$ cat src/rtl/mem_access_unit.sv
// Memory access unit: sequences single-word or burst loads/stores as one
// request/valid/finish handshake per beat, with per-phase timeout and error report.
module mem_access_unit #(
  parameter int DATA_W    = 16,
  parameter int ADDR_W    = 16,
  parameter int BURST_MAX = 4,
  parameter int TIMEOUT   = 255,
  localparam int LEN_W    = $clog2(BURST_MAX + 1)
) (
  input  logic              clk,
  input  logic              rst_n,
  input  logic              start,
  input  logic              op,
  input  logic [ADDR_W-1:0] cpu_addr,
  input  logic [LEN_W-1:0]  cpu_len,
  input  logic [DATA_W-1:0] cpu_wdata,
  output logic              wdata_take,
  output logic [DATA_W-1:0] rdata,
  output logic              rdata_valid,
  output logic              busy,
  output logic              done,
  output logic              err,
  output logic [ADDR_W-1:0] addr,
  output logic              read_mem_req,
  output logic              write_mem_req,
  input  logic              read_mem_valid,
  input  logic              write_mem_valid,
  input  logic              read_mem_finish,
  input  logic              write_mem_finish,
  input  logic [DATA_W-1:0] in_mem_data,
  output logic [DATA_W-1:0] out_mem_data
);

  // The counter only has to reach TIMEOUT-1: the phase ends on that cycle.
  localparam int CNT_W = (TIMEOUT > 1) ? $clog2(TIMEOUT) : 1;
  localparam logic [CNT_W-1:0] TMO_LAST = CNT_W'((TIMEOUT > 0) ? TIMEOUT - 1 : 0);
  localparam logic [LEN_W-1:0] LEN_MAX  = LEN_W'(BURST_MAX);

  typedef enum logic [2:0] {IDLE, RD_REQ, RD_WAIT, WR_REQ, WR_WAIT} state_t;

  state_t            state_reg;
  logic [CNT_W-1:0]  cnt_reg;
  logic [LEN_W-1:0]  beats_reg;
  logic [LEN_W-1:0]  len_eff;
  logic              is_rd;
  logic              in_req;
  logic              in_wait;
  logic              ch_valid;
  logic              ch_finish;
  logic              beat_fire;
  logic              to_wait;
  logic              tmo_hit;

  always_comb begin
    len_eff = cpu_len;
    if (cpu_len == '0) begin
      len_eff = LEN_W'(1);
    end else if (cpu_len > LEN_MAX) begin
      len_eff = LEN_MAX;
    end
  end

  // Only the channel of the active command is listened to.
  always_comb begin
    is_rd     = (state_reg == RD_REQ) || (state_reg == RD_WAIT);
    in_req    = (state_reg == RD_REQ) || (state_reg == WR_REQ);
    in_wait   = (state_reg == RD_WAIT) || (state_reg == WR_WAIT);
    ch_valid  = is_rd ? read_mem_valid  : write_mem_valid;
    ch_finish = is_rd ? read_mem_finish : write_mem_finish;
    beat_fire = (in_req && ch_valid && ch_finish) || (in_wait && ch_finish);
    to_wait   = in_req && ch_valid && !ch_finish;
    tmo_hit   = (TIMEOUT > 0) && (cnt_reg == TMO_LAST);
  end

  always_ff @(posedge clk or negedge rst_n) begin
    if (!rst_n) begin
      state_reg     <= IDLE;
      cnt_reg       <= '0;
      beats_reg     <= '0;
      wdata_take    <= 1'b0;
      rdata         <= '0;
      rdata_valid   <= 1'b0;
      busy          <= 1'b0;
      done          <= 1'b0;
      err           <= 1'b0;
      addr          <= '0;
      read_mem_req  <= 1'b0;
      write_mem_req <= 1'b0;
      out_mem_data  <= '0;
    end else begin
      wdata_take  <= 1'b0;
      rdata_valid <= 1'b0;
      done        <= 1'b0;
      err         <= 1'b0;
      if (state_reg == IDLE) begin
        if (start) begin
          addr      <= cpu_addr;
          beats_reg <= len_eff;
          cnt_reg   <= '0;
          busy      <= 1'b1;
          if (op) begin
            state_reg     <= WR_REQ;
            write_mem_req <= 1'b1;
            wdata_take    <= 1'b1;
            out_mem_data  <= cpu_wdata;
          end else begin
            state_reg    <= RD_REQ;
            read_mem_req <= 1'b1;
          end
        end
      end else if (beat_fire) begin
        cnt_reg <= '0;
        if (is_rd) begin
          rdata       <= in_mem_data;
          rdata_valid <= 1'b1;
        end
        if (beats_reg == LEN_W'(1)) begin
          state_reg     <= IDLE;
          busy          <= 1'b0;
          done          <= 1'b1;
          read_mem_req  <= 1'b0;
          write_mem_req <= 1'b0;
          beats_reg     <= '0;
        end else begin
          beats_reg <= beats_reg - LEN_W'(1);
          addr      <= addr + ADDR_W'(1);
          if (is_rd) begin
            state_reg    <= RD_REQ;
            read_mem_req <= 1'b1;
          end else begin
            state_reg     <= WR_REQ;
            write_mem_req <= 1'b1;
            wdata_take    <= 1'b1;
            out_mem_data  <= cpu_wdata;
          end
        end
      end else if (to_wait) begin
        state_reg     <= is_rd ? RD_WAIT : WR_WAIT;
        read_mem_req  <= 1'b0;
        write_mem_req <= 1'b0;
        cnt_reg       <= '0;
      end else if (tmo_hit) begin
        // Abort: remaining beats are dropped and the error is reported with done.
        state_reg     <= IDLE;
        busy          <= 1'b0;
        done          <= 1'b1;
        err           <= 1'b1;
        read_mem_req  <= 1'b0;
        write_mem_req <= 1'b0;
        cnt_reg       <= '0;
        beats_reg     <= '0;
      end else begin
        cnt_reg <= cnt_reg + CNT_W'(1);
      end
    end
  end

endmodule
$ cat config.mk
export PLATFORM = sky130hd
export DESIGN_NAME = mem_access_unit
export DESIGN_NICKNAME = d
export VERILOG_FILES = /design/src/rtl/mem_access_unit.sv
export SDC_FILE = /design/constraint.sdc
export NUM_CORES = 1
export LEC_CHECK = 0
export ABC_AREA = 1
export BUFFER_PORTS_ARGS = -buffer_cell sky130_fd_sc_hd__buf_2
export CELL_PAD_IN_SITES_DETAIL_PLACEMENT = 1
export CELL_PAD_IN_SITES_GLOBAL_PLACEMENT = 1
export CORE_MARGIN = 5
export CORE_UTILIZATION = 33
export DETAILED_ROUTE_END_ITERATION = 12
export GPL_TIMING_DRIVEN = 0
export PLACE_DENSITY_LB_ADDON = 0.1
export SLEW_MARGIN = 30
export SYNTH_ARGS = -nofsm -noshare
export SYNTH_HDL_FRONTEND = slang
export SYNTH_SLANG_ARGS = --single-unit
export TNS_END_PERCENT = 50
$ cat constraint.sdc
create_clock -name clk -period 1.4 [get_ports clk]
set_input_delay 0.28 -clock clk [delete_from_list [all_inputs] [get_ports clk]]
set_output_delay 0.28 -clock clk [all_outputs]
set_load 0.01 [all_outputs]
==> metrics.md <==
| Metric | Value |
|---|---|
| Detailed Route Iter0 Violations | 131 |
| Sequential group share of total power | 0.267 |
| Switching fraction of total power | 0.432 |
| Die Y | 115 um |
| Worst setup margin | -268 ps |
| Worst-case vdd ir drop | 0.000785 V |
| Endpoint of the worst register-to-register path | addr[6]$_DFFE_PN0P_ |
| Clock power frac | 0.164 |
| Core ar. | 0.0108 sq mm |
| Worst min-delay path class | input pin to flip-flop |
| Global placer's final weighted congestion | 0.807 |
| Critical Path Start | addr[0]$_DFFE_PN0P_ |
| Remaining design rule violation count | 0 |
| Standby leakage power | 2.76 nW |
| Die Outline Area | 0.0132 sq mm |
| Max-cap check violation count | 0 |
| Synth async-reset ratio | 1.00 |
| Status | complete, but fails checks |
| Count of final max-slew check failures | 0 |
| Power density over the cells | 2480 mW/mm^2 |
| Worst Max-Slew Pin Slew | 406 ps |
| Cell at the root of the clock tree | sky130_fd_sc_hd__clkbuf_8 |
| Final Setup Violations | 70 |
| Final Hold Slack | 133 ps |
| Initial core utilization | 0.337 |
| Startpoint-to-endpoint class of the critical path | flip-flop to flip-flop |
| Final number of hold-violating endpoints | 0 |
| Number of placement rows | 38 |
| Width of the die | 115 um |
| Layout cell share with drive strength beyond 1 | 0.421 |
| Number of flops mapped to enable cells by yosys | 0 |
| Clock Sinks | 69 |
| Antenna Cells | 0 |
| Finished Layout Cells | 753 |
| GRT Residual Overflow | 0 |
| Maximum fanout encountered on the critical timing path | 5 |
| Top library cells by usage in the layout, fill and taps aside | sky130_fd_sc_hd__nand2_1, sky130_fd_sc_hd__buf_2, sky130_fd_sc_hd__dfrtp_1 |
| Worst reg-to-reg path cell count | 9 |
| Avg Synthesized Cell Area | 8.11 sq um |
| Post-layout net count | 672 |
| Violated checks | negative setup slack |
| CP required | 1630 ps |
| Input/output buffers | 113 |
| All-layer global routing usage | 0.183 |
| Flip-flop and latch count after synthesis | 69 |
| Clock insertion delay at the later pin of the skew report | 340 ps |
| Count of mapped cells out of synthesis | 448 |
| Longest individual stage delay on the worst path | 430 ps |
| Antenna Nets Post-Route | 0 |
| Via count of the first global-routing pass | 3955 |
| Number of fillers in the final layout | 1323 |
| Largest registers ranked by flip-flop count | addr: 16 flops, out_mem_data: 16 flops, rdata: 16 flops |
| Number of antenna violations at the first check in global routing | 0 |
| Layout Skew | 6.30 ps |
| Setup repair after global routing missed its margin | true |
| Slowest stage cell, crit path | sky130_fd_sc_hd__dfrtp_1 |
| Buffers & Inverters on Critical Path | 1 |
| Critical hold path startpoint | cpu_wdata[6] |
| CTS tree | yes |
| Logic depth of the worst setup path including buffers | 9 |
| Sort of element at the start of the critical path | flip-flop |
| Synthesized Nets | 512 |
| Cell area after synthesis | 0.00363 sq mm |
| Net switching component of the power | 5.67 mW |
| Min cycle time layout | 1670 ps |
| Via count | 3568 |
| Maximum operating frequency | 0.599 GHz |
| Synth warn | 0 |
| First drt pass iteration count | 4 |
| Total Power | 13.1 mW |
| Top FF cell, synth | sky130_fd_sc_hd__dfrtp_1 |
| Arrival time at the worst endpoint | 1900 ps |
| Clock-pin transition on the worst setup and hold timing paths | 80 ps |
| Share of the yosys chip area belonging to registers | 0.475 |
| Tcrit/Tclk final | 1.19 |
| CTS HTree Levels | 3 |
| Half-perimeter wire length after placement | 8130 um |
| Capturing instance or port of the critical path | addr[6]$_DFFE_PN0P_ |
| First-pass GRT wire length | 19500 um |
| Beginning of the worst register-to-register path | addr[0]$_DFFE_PN0P_ |
| Count of different cell masters after synthesis | 35 |
| Worst-case register-to-register setup slack | -270 ps |
| DR vias/cell | 4.74 |
| Total CTS buffers | 9 |
| Nature of the critical path endpoint | flip-flop |
| Most numerous cell on the critical path | sky130_fd_sc_hd__o21ai_1 |
| Placed instance count | 702 |
| Most common cell after layout, fill and taps aside | sky130_fd_sc_hd__nand2_1 |
| Largest net degree at the start of global routing | 44 |
| Combinational power share | 0.570 |
| Max Root-Sink Buffers | 2 |
| Cell family contributing the most delay on the critical path | flip-flops |
| Total Wirelength | 12000 um |
| Cell internal pwr | 7.45 mW |
| Final routed wire length divided by cell count | 15.9 um |
| Crit path cell chain | ha_2, nand3_2, nor2_4, buf_4, nand2_1, a21oi_1, o21ai_1, o21ai_1, o21ai_2 |
| # IOs | 114 |
| Slew headroom | 0.730 |
| Layout Area Growth over Synthesis | 45.5% |
[worst min path at each step]
stage | endpoint | cells past startpoint | slack [ps]
4_1_cts | out_mem_data[11]$_DFFE_PN0P_ | 3 | 110
3_3_place_gp | rdata[4]$_DFFE_PN0P_ | 2 | 460
5_1_grt | rdata[3]$_DFFE_PN0P_ | 3 | 110
3_5_place_dp | beats_reg[1]$_DFFE_PN0P_ | 1 | 240
2_1_floorplan | addr[0]$_DFFE_PN0P_ | 0 | -20
6_report | out_mem_data[6]$_DFFE_PN0P_ | 3 | 130
[metal layers]
layer | part of all wire | track usage
met1 | 0.43 | 0.231
met2 | 0.47 | 0.294
met3 | 0.086 | 0.0695
met4 | 0.0097 | 0.0524
met5 | 0 | 0
[timing repair]
action,4_1_cts,5_1_grt
setup endpoints to repair,69,69
hold buffers,1,0
pin swaps,9,13
setup buffers,21,9
resized for setup,48,36
hold endpoints to repair,26,0
gates cloned,4,0
[worst register-to-register path: cells and delay by family, from the launching register on]
family | cells | cell delay (ps)
buffers and inverters | 1 | 120
adders and majority gates | 1 | 230
DFF | 1 | 430
and+or+nand+nor | 3 | 360
AOI/OAI and AO/OA | 4 | 410
[area by class of cell]
cell class	count	area (sq um)	area share
multi-input cells	326	1860	0.351
flip-flops and latches	69	1730	0.327
repair buffers	149	940	0.178
inverters	41	189	0.0357
well taps	140	175	0.0331
plain buffers	12	139	0.0263
clock buffers	12	135	0.0256
clock inverters	4	120	0.0227
[logic make-up (layout without fill, tap and decap cells)]
| family | Yosys count | after routing | share of synthesized area |
|---|---|---|---|
| AND/OR/NAND/NOR | 265 | 265 | 0.331 |
| adder cells (fa/ha/maj) | 5 | 5 | 0.0172 |
| multiplexers | 1 | 1 | 0.00276 |
| XOR/XNOR | 13 | 13 | 0.0313 |
| AO/OA/AOI/OAI | 42 | 42 | 0.0679 |
| flip-flops | 69 | 69 | 0.475 |
| buffers and inverters | 53 | 218 | 0.0741 |
[synthesized netlist by cell type, types with 3 or more instances]
cell                       number  area share
sky130_fd_sc_hd__nand2_1      171        0.18
sky130_fd_sc_hd__dfrtp_1       69        0.48
sky130_fd_sc_hd__inv_1         35       0.036
sky130_fd_sc_hd__nand3_1       34       0.047
sky130_fd_sc_hd__nor2_1        21       0.022
sky130_fd_sc_hd__o21ai_0       19       0.026
sky130_fd_sc_hd__nand2_2       12       0.021
sky130_fd_sc_hd__xor2_1        11       0.027
sky130_fd_sc_hd__nor3_1        10       0.014
sky130_fd_sc_hd__nand2_4        6       0.019
sky130_fd_sc_hd__ha_1           5       0.017
sky130_fd_sc_hd__o21ai_1        5      0.0069
sky130_fd_sc_hd__o22ai_1        5      0.0086
sky130_fd_sc_hd__buf_6          4       0.012
sky130_fd_sc_hd__a21oi_1        3      0.0041
sky130_fd_sc_hd__a21oi_2        3      0.0072
sky130_fd_sc_hd__buf_2          3      0.0041
sky130_fd_sc_hd__inv_2          3      0.0031
sky130_fd_sc_hd__nand3_2        3      0.0083
sky130_fd_sc_hd__nor2_4         3      0.0093
sky130_fd_sc_hd__o211ai_1       3      0.0062
[through the flow]
step | setup slack, ps | util | area, sq um | setup TNS [ps]
after global routing | -343 | 0.490 | 5290 | -18750
final | -268 | 0.490 | 5290 | -12460
after detailed placement | -384 | 0.413 | 4460 | -17940
after global placement | -481 | 0.410 | 4430 | -49250
after floorplan | -99.6 | - | 3680 | -2520
after CTS | -234 | 0.472 | 5100 | -11180
[power groups by stage]
stage / Sequential [mW] / Clock [mW] / Combinational (mW)
after floorplan: 3.73 / 0 / 3.58
final: 3.50 / 2.14 / 7.47
after detailed placement: 3.50 / 0 / 5.77
after CTS: 3.47 / 2.21 / 6.97
after global routing: 3.62 / 2.29 / 8.23
after global placement: 3.47 / 0 / 5.61
Power figures use the tool's default switching activity.
